--- src/rtl/brew_sensor_frontend.sv ---
// rtl/brew_sensor_frontend.sv - two-channel ADC sequencer, averager and 8-bit scaler for the brew FSM
module brew_sensor_frontend #(
    parameter int AVG_LOG2 = 2,
    parameter int TIMEOUT  = 255,
    parameter int GAP      = 3
) (
    input  logic        clk,
    input  logic        reset,
    input  logic        adc_done,
    input  logic [11:0] adc_data,
    input  logic        fault_clr,
    output logic        adc_start,
    output logic        adc_ch,
    output logic [7:0]  temp,
    output logic [7:0]  level,
    output logic        upd,
    output logic        ready,
    output logic        fault
);

    localparam int ACC_W = 12 + AVG_LOG2;
    localparam int CNT_W = AVG_LOG2 + 1;
    localparam logic [CNT_W-1:0] AVG_N  = CNT_W'(1 << AVG_LOG2);
    localparam logic [7:0]       GAP_LIM = 8'(GAP);
    // Timeout fires in the WAIT cycle whose increment would reach TIMEOUT.
    localparam logic [7:0]       TO_LIM  = 8'(TIMEOUT - 1);

    typedef enum logic [1:0] {
        S_GAPW = 2'd0,
        S_REQ  = 2'd1,
        S_WAIT = 2'd2,
        S_ACC  = 2'd3
    } state_t;

    state_t             r_state;
    logic [7:0]         r_gap_cnt;
    logic [7:0]         r_to_cnt;
    logic [11:0]        r_sample;
    logic [ACC_W-1:0]   r_acc0;
    logic [ACC_W-1:0]   r_acc1;
    logic [CNT_W-1:0]   r_cnt0;
    logic [CNT_W-1:0]   r_cnt1;
    logic               r_seen0;
    logic               r_seen1;
    logic               r_start;
    logic               r_ch;
    logic [7:0]         r_temp;
    logic [7:0]         r_level;
    logic               r_upd;
    logic               r_ready;
    logic               r_fault;

    logic [ACC_W-1:0]   w_acc_cur;
    logic [ACC_W-1:0]   w_acc_sum;
    logic [CNT_W-1:0]   w_cnt_next;
    logic               w_avg_done;
    logic               w_timeout;
    logic [7:0]         w_avg;

    assign w_acc_cur  = r_ch ? r_acc1 : r_acc0;
    assign w_acc_sum  = w_acc_cur + ACC_W'(r_sample);
    assign w_cnt_next = (r_ch ? r_cnt1 : r_cnt0) + CNT_W'(1);
    assign w_avg_done = (w_cnt_next == AVG_N);
    // Top 8 bits of the full sum: average scaled from 12 to 8 bits, truncated.
    assign w_avg      = w_acc_sum[ACC_W-1 -: 8];
    assign w_timeout  = (r_to_cnt == TO_LIM);

    assign adc_start = r_start;
    assign adc_ch    = r_ch;
    assign temp      = r_temp;
    assign level     = r_level;
    assign upd       = r_upd;
    assign ready     = r_ready;
    assign fault     = r_fault;

    // Conversion sequencer, accumulators and all registered outputs.
    always_ff @(posedge clk or negedge reset) begin
        if (!reset) begin
            r_state   <= S_GAPW;
            r_gap_cnt <= 8'd0;
            r_to_cnt  <= 8'd0;
            r_sample  <= 12'd0;
            r_acc0    <= '0;
            r_acc1    <= '0;
            r_cnt0    <= '0;
            r_cnt1    <= '0;
            r_seen0   <= 1'b0;
            r_seen1   <= 1'b0;
            r_start   <= 1'b0;
            r_ch      <= 1'b0;
            r_temp    <= 8'd0;
            r_level   <= 8'd0;
            r_upd     <= 1'b0;
            r_ready   <= 1'b0;
            r_fault   <= 1'b0;
        end else begin
            r_upd <= 1'b0;
            // Clear first so a timeout set later in this block takes priority.
            if (fault_clr) begin
                r_fault <= 1'b0;
            end
            case (r_state)
                S_GAPW: begin
                    if (r_gap_cnt == GAP_LIM) begin
                        r_gap_cnt <= 8'd0;
                        r_start   <= 1'b1;
                        r_state   <= S_REQ;
                    end else begin
                        r_gap_cnt <= r_gap_cnt + 8'd1;
                    end
                end
                S_REQ: begin
                    r_start  <= 1'b0;
                    r_to_cnt <= 8'd0;
                    r_state  <= S_WAIT;
                end
                S_WAIT: begin
                    r_to_cnt <= r_to_cnt + 8'd1;
                    if (adc_done) begin
                        r_sample <= adc_data;
                        r_state  <= S_ACC;
                    end else if (w_timeout) begin
                        // Sample lost; channel is kept so the same one is retried.
                        r_fault   <= 1'b1;
                        r_gap_cnt <= 8'd0;
                        r_state   <= S_GAPW;
                    end
                end
                S_ACC: begin
                    if (w_avg_done) begin
                        if (r_ch) begin
                            r_level <= w_avg;
                            r_acc1  <= '0;
                            r_cnt1  <= '0;
                            r_seen1 <= 1'b1;
                            r_ready <= r_ready | r_seen0;
                        end else begin
                            r_temp  <= w_avg;
                            r_acc0  <= '0;
                            r_cnt0  <= '0;
                            r_seen0 <= 1'b1;
                            r_ready <= r_ready | r_seen1;
                        end
                        r_upd <= 1'b1;
                    end else begin
                        if (r_ch) begin
                            r_acc1 <= w_acc_sum;
                            r_cnt1 <= w_cnt_next;
                        end else begin
                            r_acc0 <= w_acc_sum;
                            r_cnt0 <= w_cnt_next;
                        end
                    end
                    r_ch      <= ~r_ch;
                    r_gap_cnt <= 8'd0;
                    r_state   <= S_GAPW;
                end
                default: begin
                    r_state <= S_GAPW;
                end
            endcase
        end
    end

endmodule

--- config.mk ---
export PLATFORM = sky130hd
export DESIGN_NAME = brew_sensor_frontend
export DESIGN_NICKNAME = d
export VERILOG_FILES = /design/src/rtl/brew_sensor_frontend.sv
export SDC_FILE = /design/constraint.sdc
export NUM_CORES = 1
export LEC_CHECK = 0
export ABC_AREA = 1
export BUFFER_PORTS_ARGS = -buffer_cell sky130_fd_sc_hd__buf_2
export CORE_UTILIZATION = 54
export DETAILED_ROUTE_END_ITERATION = 12
export PLACE_DENSITY_LB_ADDON = 0.12
export RECOVER_POWER = 100
export SKIP_CTS_REPAIR_TIMING = 1
export SLEW_MARGIN = 20
export SYNTH_ARGS = -nofsm -noshare
export SYNTH_HDL_FRONTEND = slang
export SYNTH_SLANG_ARGS = --single-unit
--- constraint.sdc ---
create_clock -name clk -period 2.9 [get_ports clk]
set_clock_uncertainty 0.2 [all_clocks]
set_input_delay 0.29 -clock clk [delete_from_list [all_inputs] [get_ports clk]]
set_output_delay 0.29 -clock clk [all_outputs]
set_load 0.05 [all_outputs]
; ---- Word-level counts from Yosys, hierarchy flattened
; Cells that the tools add are included.
[op_classes]
add_sub_neg = 4
n_mul = 0
n_div = 0
n_lt_le_gt_ge = 0
n_eq_ne = 10
shift = 0
mux = 32
n_bitwise = 3
reduce_logical = 13
[op_table]
columns = cell, n
row1 = 2-to-1 mux 14 bit, 7
row2 = 2-to-1 mux 8 bit, 3
row3 = case mux 8 bit (3 select lines), 1
row4 = 2-to-1 mux 3 bit, 7
row5 = adder 8 x 1 -> 8 bit (second input constant), 2
row6 = case mux 8 bit (2 select lines), 1
row7 = adder 14 x 12 -> 14 bit, 1
row8 = AND reduction 2 bit, 6
row9 = AND reduction 3 bit, 3
row10 = == test 8 x 2 -> 1 bit (second input constant), 1
row11 = == test 8 bit (second input constant), 1
row12 = 2-to-1 mux 1 bit, 8
row13 = case mux 2 bit (4 select lines), 1
row14 = 2-to-1 mux 2 bit, 3
row15 = inequality test 2 bit (second input constant), 3
row16 = == test 2 bit (second input constant), 2
row17 = nonzero test 2 bit, 2
row18 = adder 3 x 1 -> 3 bit (second input constant), 1
row19 = == test 3 bit (second input constant), 1
row20 = inequality test 3 bit (second input constant), 1
row21 = nonzero test 3 bit, 1
row22 = == test 2 x 1 -> 1 bit (second input constant), 1
row23 = logical NOT 2 bit, 1
row24 = OR 1 bit, 2
row25 = other kinds (2), 2
[totals]
regBits = 87
latch_bits = 0
ramBits = 0
rom_bits = 0
input_bits = 16
out_inout_bits = 21
elab_cells = 79
mem_count = 0

; ---- Longest topological paths before layout
; Gate-level depths: netlist of run 1.
[depth]
depth_word = 5
depth_mapped = 17
depth_no_buf = 15

; ---- Worst setup path after synthesis of run 1
; OpenSTA, ideal clock, no wires.
[synth_timing]
kind = flip-flop to flip-flop
startpoint = reg r_ch (netlist: adc_ch)
endpoint = reg r_acc0[8]
setup_ps = 66
arrival_ps = 2767
required_ps = 2634
setup_slack_ps = -133
stages_incl_launch_ff = 16
path_buffers = 3
synth_period_minus_slack_ps = 3033
path_cell_list = dfrtp_1 -> buf_6 -> buf_2 -> clkbuf_1 -> nand2_1 -> nand2_1 -> ha_1 -> inv_1 -> fa_1 -> inv_1 -> nand3_1 -> nand3_1 -> a21oi_1 -> xnor2_1 -> nand3_1 -> nand2_1
[synth_via]
elab_chain_cells = 4
elab_cells_between_ends = 9
classes_between = 2 x add/sub / 1 x eq/ne / 4 x mux / 1 x bitwise / 1 x reduce/logical
[synth_lines]
columns = element, line_no
row1 = start: declaration, 46  ; logic r_ch;
row2 = start signal: assignment, 154  ; r_ch <= ~r_ch;
row3 = 2-to-1 mux 14 bit / 2-to-1 mux 3 bit (equally long branches), "60, 62"
row4 = adder 14 x 12 -> 14 bit / adder 3 x 1 -> 3 bit (equally long branches), "61, 62"
row5 = 2-to-1 mux 14 bit / == test 3 bit (equally long branches), "146, 63"
row6 = 2-to-1 mux 14 bit, 130  ; if (w_avg_done) begin
row7 = end signal: assignment, 150  ; r_acc0 <= w_acc_sum;
row8 = end: declaration, 39  ; logic [ACC_W-1:0] r_acc0;
; Several ways; a longest one is shown, not always the timed one. The select of a mux whose other input is x is not followed.
; A chain may end at the register's enable or synchronous reset.

; ---- Final worst setup path of run 1
[layout_timing]
startpoint = reg r_ch (netlist: adc_ch)
endpoint = reg r_acc0[10]
; The elaborated chain is that of the path after synthesis.

==> results of run 1 <==
-- layout make-up --
class                   count  share of cell area
clock inverters             3             0.00830
repair buffers             60              0.0719
well taps                 105              0.0249
inverters                  65              0.0472
multi-input cells         427               0.407
flip-flops and latches     87               0.413
clock buffers              12              0.0275
-- cell families after synthesis --
kind of cell | synth area share
mux | 0.0264
compound gates | 0.0729
simple gates | 0.290
xor+xnor | 0.0128
buf+inv | 0.0726
flops | 0.465
fa+ha+maj | 0.0603
-- state kept, by name, summed over array words and instances, names as in the netlist --
register   cells
r_acc1        14
fault          1
r_to_cnt       8
r_seen0        1
temp           8
upd            1
r_sample      12
r_seen1        1
r_state        2
ready          1
r_cnt0         3
level          8
r_gap_cnt      8
r_cnt1         3
adc_start      1
r_acc0        14
adc_ch         1
-- worst min-delay path by stage --
stage | to | slack (ns) | cells past startpoint
after floorplan | adc_ch | -0.21 | 0
after global placement | adc_ch | 0.16 | 1
after detailed placement | r_sample[6] | 0.16 | 1
after CTS | r_sample[6] | -0.23 | 1
after global routing | r_sample[1] | 0.02 | 3
final | r_sample[1] | -0.02 | 3
-- routing by layer --
layer / up-vias / track usage / routed length, um
li1: 2003 / - / -
met1: 1799 / 0.327 / 4830
met3: 20 / 0.0399 / 379
met5: - / 0 / 0
met2: 92 / 0.420 / 4900
met4: 0 / 0.107 / 212
-- Yosys cell counts, drive strengths merged, types with 2 or more instances --
| master | n | area share |
|---|---|---|
| a21oi | 18 | 0.019 |
| and2 | 2 | 0.0027 |
| buf | 9 | 0.014 |
| clkbuf | 7 | 0.0056 |
| dfrtp | 87 | 0.46 |
| ha | 21 | 0.056 |
| inv | 65 | 0.053 |
| mux2 | 11 | 0.026 |
| nand2 | 221 | 0.18 |
| nand3 | 39 | 0.045 |
| nand4 | 13 | 0.017 |
| nor2 | 31 | 0.029 |
| nor3 | 6 | 0.0064 |
| o21ai | 46 | 0.049 |
| or2 | 9 | 0.012 |
| xor2 | 5 | 0.011 |
-- cells in the final DEF, fill, tap and decap left out --
cell and n:
clkbuf_4 1, inv_6 1, clkbuf_1 23, mux2_2 11
a21oi_1 18, xor2_1 4, bufinv_16 1, nand3_1 39
nor3_1 6, nor2_1 30, or2_2 9, xnor2_2 1
o22ai_1 1, clkbuf_2 1, ha_1 21, a21boi_0 1
nand2_2 2, buf_4 9, clkinv_4 1, nand4_1 13
fa_1 1, dlygate4sd3_1 13, o31ai_1 1, nand2_1 219
clkinv_2 1, inv_1 64, clkbuf_8 10, xor2_2 1
nor2_4 1, and2_1 2, buf_12 1, o21ai_0 46
buf_2 14, dfrtp_1 87
-- worst register-to-register path, delay by kind of cell, from the launching register on --
family          cells  cell delay [ns]
flops               1             0.54
compound gates      2             0.22
xor+xnor            1             0.21
fa+ha+maj           1             0.26
buf+inv             3             0.45
simple gates        3             0.62
-- stage by stage --
step	hold slack, ns	std cells	util
floorplan	-0.206	595	-
global placement	0.159	731	0.603
detailed placement	0.163	731	0.603
CTS	-0.233	746	0.626
global route	0.0218	759	0.636
finish	-0.0238	759	0.636
-- power groups by stage --
stage          clock network [mW]  logic (mW)  registers (mW)
4_1_cts                     0.868        3.47            1.93
5_1_grt                     0.900        3.97            1.98
6_report                    0.849        3.45            1.93
2_1_floorplan                   0        2.42            2.10
3_5_place_dp                    0        3.45            1.95
3_3_place_gp                    0        3.38            1.94
==> impl_results.md, run 1 <==
* Max-cap viol count at 0
* CP Capture Type: register
* Netlist cell types at 29
* Worst-path cell chain: inv_6 -> or2_2 -> o21ai_0 -> inv_1 -> ha_1 -> xor2_2 -> nand2_1 -> buf_4 -> nand3_1 -> o21ai_0
* # setup viols final at 0
* Sum Neg Setup Slack at 0 ns
* Clock transition at path regs at 0.08 ns
* Drc violations at 0
* Critical path buffers and inverters at 3
* R2R Setup Slk at about 0.24 ns
* Ys Warns at 0
* Register bit total from synthesis at 87
* Reg2Reg Capture Point: r_acc0[10]
* Htree depth at 3
* Total Power at about 6.2 mW
* Ys flop type: dfrtp_1
* Vias in the first global route at about 3800
* Setup CP Type: register to register
* NetSw at 3.04 mW
* Core area at roughly 8300 sq um
* Clk network pwr share at 0.136
* Clock sink count at 87
* Status: finished, violations left
* Vias per cell at 5.16
* CTS root buf: clkbuf_8
* P_int at 3.20 mW
* Post-Syn Nets at 633
* Post-synth EDFFs at 0
* Max transition margin at 0.147
* Reg power frac at 0.310
* Final ANT Viol Nets at 0
* Reg2reg path depth at 10
* Row cnt at 33
* CP Launch Type: register
* Fillers at 741
* Final slew viol count at 0
* Pwr per Cell Area at 1180 nW/um^2
* Die Ht at 95.2 um
* Slew of the pin with the lowest slew margin at 1.28 ns
* RSZ-0062 raised after global routing: no
* Initial Utilization at 0.565
* Buffers on Ports at 36
* Routed wire per std cell at 13.6 um
* Layout area overhead at 12.6%
* Area used by multi-input combinational logic at 2150 sq um
* Part of the cycle the worst path needs at 0.917
* Fmax achieved at 376 MHz
* Via Count at 3914
* Setup slack after layout at 0.239 ns
* CTS tree: yes
* Slowest cell delay on critical path at approximately 0.54 ns
* Post-layout min period at about 2.7 ns
* Worst Setup EP: r_acc0[10]
* CTS max path bufs at 2
* Hold slack at -0.0238 ns
* Critical path required time at approximately 2.9 ns
* Final hold violation count at 1
* Iteration count of the initial detailed-routing pass at 5
* DIE AREA at about 9100 sq um
* Crit-path most repeated cell: o21ai_0
* Final GP Congestion at 0.898
* Switching share of total power at 0.487
* Violated checks: negative hold slack
* Synth Cell Area at 4690 sq um
* Pin count of the biggest net entering global routing at 51
* Ys async rst share at 1.00
* Final net count at about 690
* Remaining Overflow, GRT at 0
* Critical path depth in cells at 10
* Worst min path class: input port to register
* Drt total wl at 10300 um
* Logic pwr share at 0.554
* Dpl ws at 0.264 ns
* Cell Area, Placed at 5000 sq um
* Worst-path fanout max at 14
* Worst-skew pair later-pin latency at 0.36 ns
* Initial drt markers at 175
* Number of diodes at 0
* FF+latch area at about 2200 sq um
* TritonCTS buffer count at 9
* WP data arrival at 2.66 ns
* Layout cell share with drive strength beyond 1 at 0.0994
* Syn Area/Cell at ~7.9 sq um
* Initial antenna violation count at 0
* Final instance area at approximately 5300 sq um
* Slowest-stage cell, CP: dfrtp_1
* Dpl hpwl at 7550 um
* Largest delay share family, worst path: simple AND/OR/NAND/NOR gates
* I/O Pins at 37
* Hold Crit Start: adc_data[1]
* Total track usage at 0.253
* Leakage at 2.81 nW
* Post-Syn Instances at 595
* Die width at about 95 um
* Max VDD drop at just under 0.5 mV
* Sequential area share after synthesis at 0.465
* First-pass GRT wire length at 17500 um
* Reg2reg start: adc_ch
* Worst setup startpoint: adc_ch
Note: power is estimated with default switching activity, not from simulation.
==> run 2, diff against run 1 <==
Settings changed: CAP_MARGIN set to 0, CORE_UTILIZATION 54 to 45.
Clock period 2.9 ns to 2.5 ns, I/O delays scaled along.
==> run 2 against run 1 <==
The flow now finishes without violations. First-iteration DRC count is 12% lower. Sequential share of layout area decreased by 1.6 points. Sequential power grew 16%. Cell area grew 4.1%. Non-clock buffer count is 5 higher. Final cell count grew 4.6%. Fmax is 11% higher. Flip-flop and latch count unchanged. Worst setup slack got worse by 0.13 ns. Utilization is 8.4 points lower. Total power is 23% higher.
==> impl_results.md, run 2 (synthesis results as in run 1) <==
* Die Ht at 104 um (+9.3%)
* Dpl ws at 0.0957 ns (-0.168 ns)
* Vias in the first global route at 3672 (-2.4%)
* Layout area overhead at 17.2%
* DIE AREA at 10800 sq um (+20%)
* Clock transition at path regs at 0.09 ns (about the same)
* Most frequent cells in the layout: nand2_1 (214), dfrtp_1 (86), inv_1 (63)
* Total Power at 7.67 mW (+23%)
* Via Count at 3974 (+1.5%)
* Initial drt markers at 154 (-12%)
* Clock sink count at 87 (unchanged)
* Row cnt at 36 (+9.1%)
* CP Launch Type: register
* Hold Crit Start: adc_done
* Number of diodes at 0 (unchanged)
* Dpl hpwl at 7350 um (-2.6%)
* CTS max path bufs at 2 (unchanged)
* Fmax achieved at 419 MHz (+11%)
* Util after Layout at 0.552 (-0.0841)
* Total track usage at 0.203 (-0.0496)
* CTS tree: yes
* Final hold violation count at 0 (-1)
* Worst-path fanout max at 11 (-3)
* Top Registers: r_acc0: 14 flops, r_acc1: 14 flops, r_sample: 12 flops
* CTS root buf: clkbuf_8
* Sum Neg Setup Slack at 0 ns (unchanged)
* Hold endpoint: fault
* Max-cap viol count at 0 (unchanged)
* Hold slack at 0.0294 ns (+0.0532 ns)
* Worst-skew pair later-pin latency at 0.37 ns (about the same)
* Most common cell after layout, fill and taps aside: nand2_1
* RSZ-0062 raised after global routing: yes
* Pwr per Cell Area at 1400 nW/um^2 (+18%)
* Drc violations at 0 (unchanged)
* Die width at 104 um (+9.3%)
* R2R Setup Slk at 0.11 ns (-0.13 ns)
* Remaining Overflow, GRT at 0 (unchanged)
* Part of the cycle the worst path needs at 0.955 (+0.0371)
* Number of instances in the placed design at 760 (+4.0%)
* Reg2reg start: adc_ch
* I/O Pins at 37 (unchanged)
* Final instance area at 5490 sq um (+4.1%)
* Pin count of the biggest net entering global routing at 41 (-20%)
* Final ANT Viol Nets at 0 (unchanged)
* Reg2Reg Capture Point: r_seen0
* Routed wire per std cell at 13.1 um (-3.9%)
* Max transition margin at 0.412 (+0.265)
* Worst min path class: input port to register
* Slew of the pin with the lowest slew margin at 0.881 ns (-0.397 ns)
* Setup CP Type: register to register
* Setup slack after layout at 0.113 ns (-0.126 ns)
* # setup viols final at 0 (unchanged)
* Reg2reg path depth at 9 (-1)
* Core area at 9950 sq um (+20%)
* TritonCTS buffer count at 9 (unchanged)
* WP data arrival at 2.44 ns (-0.22 ns)
* First-pass GRT wire length at 17700 um (+1.1%)
* Leakage at 2.85 nW (+1.3%)
* Iteration count of the initial detailed-routing pass at 4 (-1)
* Drt total wl at 10400 um (+0.56%)
* Post-route non-filler standard cell count at 794 (+4.6%)
* Buffers on Ports at 36 (unchanged)
* Fillers at 937 (+26%)
* Initial antenna violation count at 0 (unchanged)
* Worst Hold Depth at 4 (+1)
* Htree depth at 3 (unchanged)
* Final slew viol count at 0 (unchanged)
* Initial Utilization at 0.471 (-0.0939)
* CP Capture Type: register
* Critical path required time at 2.55 ns (-0.35 ns)
* Final GP Congestion at 0.902 (+0.40%)
* Max VDD drop at 0.647 mV (+31%)
* Status: completed
* Vias per cell at 5.01 (-2.9%)
* Cell Area, Placed at 5080 sq um (+1.5%)
* Layout cell share with drive strength beyond 1 at 0.148 (+0.0489)
* Final net count at 694 (+0.87%)
* Post-layout min period at 2.39 ns (-0.274 ns)
run 2: cell count changes in the layout (fill, tap and decap cells not counted), moves of 4 or more:
cell and delta:
ha_1 -5, nand2_1 -5, nand2_2 +5, nand3_1 -5, nand3_2 +5, clkinvlp_4 +4
run 2: how the worst max path moves through the flow:
stage	slack, ns	end	from
2_1_floorplan	-0.07	temp[0]	adc_ch
5_1_grt	-0.02	r_acc0[10]	adc_ch
3_5_place_dp	0.1	r_acc1[8]	adc_ch
3_3_place_gp	0.10	temp[0]	adc_ch
6_report	0.11	r_seen0	adc_ch
4_1_cts	0.06	r_acc1[8]	adc_ch
run 2: area by class of cell:
| class | count | area [sq um] | share of cell area |
|---|---|---|---|
| multi-input cells | 428 | 2270 | 0.413 |
| flip-flops and latches | 87 | 2180 | 0.397 |
| repair buffers | 65 | 418 | 0.0761 |
| inverters | 65 | 251 | 0.0458 |
| well taps | 133 | 166 | 0.0303 |
| clock buffers | 10 | 138 | 0.0251 |
| clock inverters | 6 | 68.8 | 0.0125 |
run 2: worst max-delay path, stage by stage (launching register included):
cell	delay [ns]
dfrtp_2	0.46
buf_4	0.19
o21ai_0	0.26
inv_1	0.10
ha_1	0.23
xor2_2	0.17
nand3_2	0.09
buf_4	0.21
nor2_4	0.08
or2_2	0.27
run 2: report_power, final:
| part | internal, mW | leakage [nW] | switching [mW] |
|---|---|---|---|
| combinational | 1.56 | 1.62 | 2.87 |
| sequential | 1.91 | 1.13 | 0.320 |
| clock | 0.492 | 0.0912 | 0.521 |
| total | 3.95 | 2.85 | 3.72 |
run 2: per-layer routing:
| metal | vias up | wire length, um | GRT usage |
|---|---|---|---|
| li1 | 2013 | - | - |
| met1 | 1874 | 5070 | 0.278 |
| met2 | 72 | 4790 | 0.323 |
| met3 | 15 | 332 | 0.0382 |
| met4 | 0 | 181 | 0.0724 |
| met5 | - | 0 | 0 |
==> run 3, diff against run 2 <==
Clock period 2.5 ns to 1.95 ns, I/O delays scaled along.
==> run 3 against run 2 <==
The run now ends with negative hold slack, negative setup slack left. Largest power group unchanged. Worst setup slack got worse by 0.50 ns. Critical endpoint is now r_acc0[8]. Total power increased by 53%. Sequential power increased by 30%. Non-clock buffer count increased by 39. First-iteration DRC count increased by 33%. Largest cell class unchanged. Worst hold slack got worse by 0.032 ns. Highest routed layer unchanged.
==> impl_results.md, run 3 (synthesis results as in run 1) <==
* Critical path required time at 2.06 ns (-0.49 ns)
* Remaining Overflow, GRT at 0 (unchanged)
* Initial antenna violation count at 0 (unchanged)
* Dpl hpwl at 7820 um (+6.4%)
* Setup CP Type: register to register
* Dpl ws at -0.461 ns (-0.556 ns)
* Leakage at 3.11 nW (+9.4%)
* CTS tree: yes
* Worst-path fanout max at 6 (-5)
* Worst-path cell chain: buf_4 -> buf_6 -> nand2_2 -> nand2_2 -> ha_4 -> inv_2 -> fa_2 -> inv_2 -> nand3_2 -> nand3_4 -> a21oi_2 -> xnor2_2 -> nand3_1 -> nand2_1
* # setup viols final at 60 (+60)
* Max-cap viol count at 0 (unchanged)
* Number of instances in the placed design at 788 (+3.7%)
* Slowest-stage cell, CP: dfrtp_2
* Die Ht at 104 um (unchanged)
* Routed wire per std cell at 13.9 um (+6.6%)
* Pin count of the biggest net entering global routing at 32 (-22%)
* Final hold violation count at 1 (+1)
* Slowest cell delay on critical path at 0.43 ns (-0.03 ns)
* Buffers on Ports at 36 (unchanged)
* Status: finished, violations left
* CP Capture Type: register
* Final net count at 734 (+5.8%)
* Vias in the first global route at 3931 (+7.1%)
* CP Launch Type: register
* Worst-skew pair later-pin latency at 0.37 ns (about the same)
* Htree depth at 3 (unchanged)
* Fmax achieved at 428 MHz (+2.2%)
* FF+latch area at 2180 sq um (about the same)
* CTS max path bufs at 2 (unchanged)
* Post-route non-filler standard cell count at 833 (+4.9%)
* Violated checks: negative hold slack, negative setup slack
* Layout cell share with drive strength beyond 1 at 0.274 (+0.126)
* Clock transition at path regs at 0.08 ns (about the same)
* Post-layout min period at 2.34 ns (-0.0503 ns)
* DIE AREA at 10800 sq um (unchanged)
* Final GP Congestion at 0.913 (+1.3%)
* Final ANT Viol Nets at 0 (unchanged)
* Clock sink count at 87 (unchanged)
* Pwr per Cell Area at 1910 nW/um^2 (+36%)
* Die width at 104 um (unchanged)
* Initial drt markers at 205 (+33%)
* Layout area overhead at 31.5%
* Core area at 9950 sq um (unchanged)
* Area used by multi-input combinational logic at 2590 sq um (+14%)
* Drc violations at 0 (unchanged)
* Part of the cycle the worst path needs at 1.20 (+0.243)
* Vias per cell at 4.99 (-0.29%)
* Via Count at 4157 (+4.6%)
* First-pass GRT wire length at 18500 um (+4.5%)
* Iteration count of the initial detailed-routing pass at 5 (+1)
* CTS root buf: clkbuf_8
* Fillers at 863 (-7.9%)
* Initial Utilization at 0.471 (unchanged)
* Top Registers: r_acc0: 14 flops, r_acc1: 14 flops, r_sample: 12 flops
* RSZ-0062 raised after global routing: yes
* TritonCTS buffer count at 9 (unchanged)
* WP data arrival at 2.44 ns (about the same)
* I/O Pins at 37 (unchanged)
* Worst min path class: input port to register
* Setup slack after layout at -0.386 ns (-0.500 ns)
* Max VDD drop at 1.06 mV (+64%)
* Number of diodes at 0 (unchanged)
* Total track usage at 0.214 (+0.0112)
* Hold slack at -0.00299 ns (-0.0324 ns)
* Most frequent cells in the layout: nand2_1 (193), dfrtp_1 (85), inv_1 (59)
* Final slew viol count at 0 (unchanged)
* Max transition margin at 0.568 (+0.155)
* Most common cell after layout, fill and taps aside: nand2_1
* Row cnt at 36 (unchanged)
* Slew of the pin with the lowest slew margin at 0.648 ns (-0.233 ns)
* Drt total wl at 11600 um (+12%)
run 3: worst max-delay path, delay by kind of cell (launching register included):
kind,cells,cell delay [ns]
fa+ha+maj,2,0.48
flops,1,0.43
xor+xnor,1,0.24
buf+inv,4,0.36
compound gates,1,0.07
simple gates,6,0.47
run 3: final cells by class:
type	count	share of cell area
clock inverters	4	0.00772
repair inverters	1	0.00122
repair buffers	104	0.127
multi-input cells	428	0.421
flip-flops and latches	87	0.354
clock buffers	11	0.0213
well taps	133	0.0270
inverters	65	0.0414
run 3: through the flow:
stage                     hold slack (ns)  setup TNS, ns  instance area [sq um]  power (mW)  utilization
after global routing               0.0267         -21.88                   6160        12.8        0.619
after detailed placement          -0.0549         -16.25                   5380        8.92        0.540
after CTS                          -0.466         -17.37                   5550        10.2        0.558
final                            -0.00299         -14.47                   6160        11.7        0.619
after floorplan                    -0.301         -22.97                   4760        6.93            -
after global placement            -0.0557         -14.42                   5380        8.79        0.540
run 3: path summary, 6_finish.rpt:
kind	slack [ns]	endpoint	depth (start not counted)	startpoint
setup / recovery	-0.39	r_acc0[8]	14	adc_ch
max in group asynchronous	0.37	r_state[1]	3	reset
min in group asynchronous	0.18	r_acc1[4]	2	reset
hold / removal	-0.003	fault	4	adc_done
hold reg to reg	0.27	r_seen0	1	r_seen0
setup reg to reg	-0.39	r_acc0[8]	14	adc_ch
run 3: power by group:
part,internal (mW),switching [mW]
sequential,2.45,0.448
combinational,3.28,4.34
clock,0.582,0.645
total,6.31,5.44
run 3: per-layer routing:
layer  up-vias  GRT usage  wire length, um
met4         0     0.0592              121
li1       2095          -                -
met1      1964      0.265             5140
met5         -          0                0
met2        89      0.365             5850
met3         9     0.0608              494
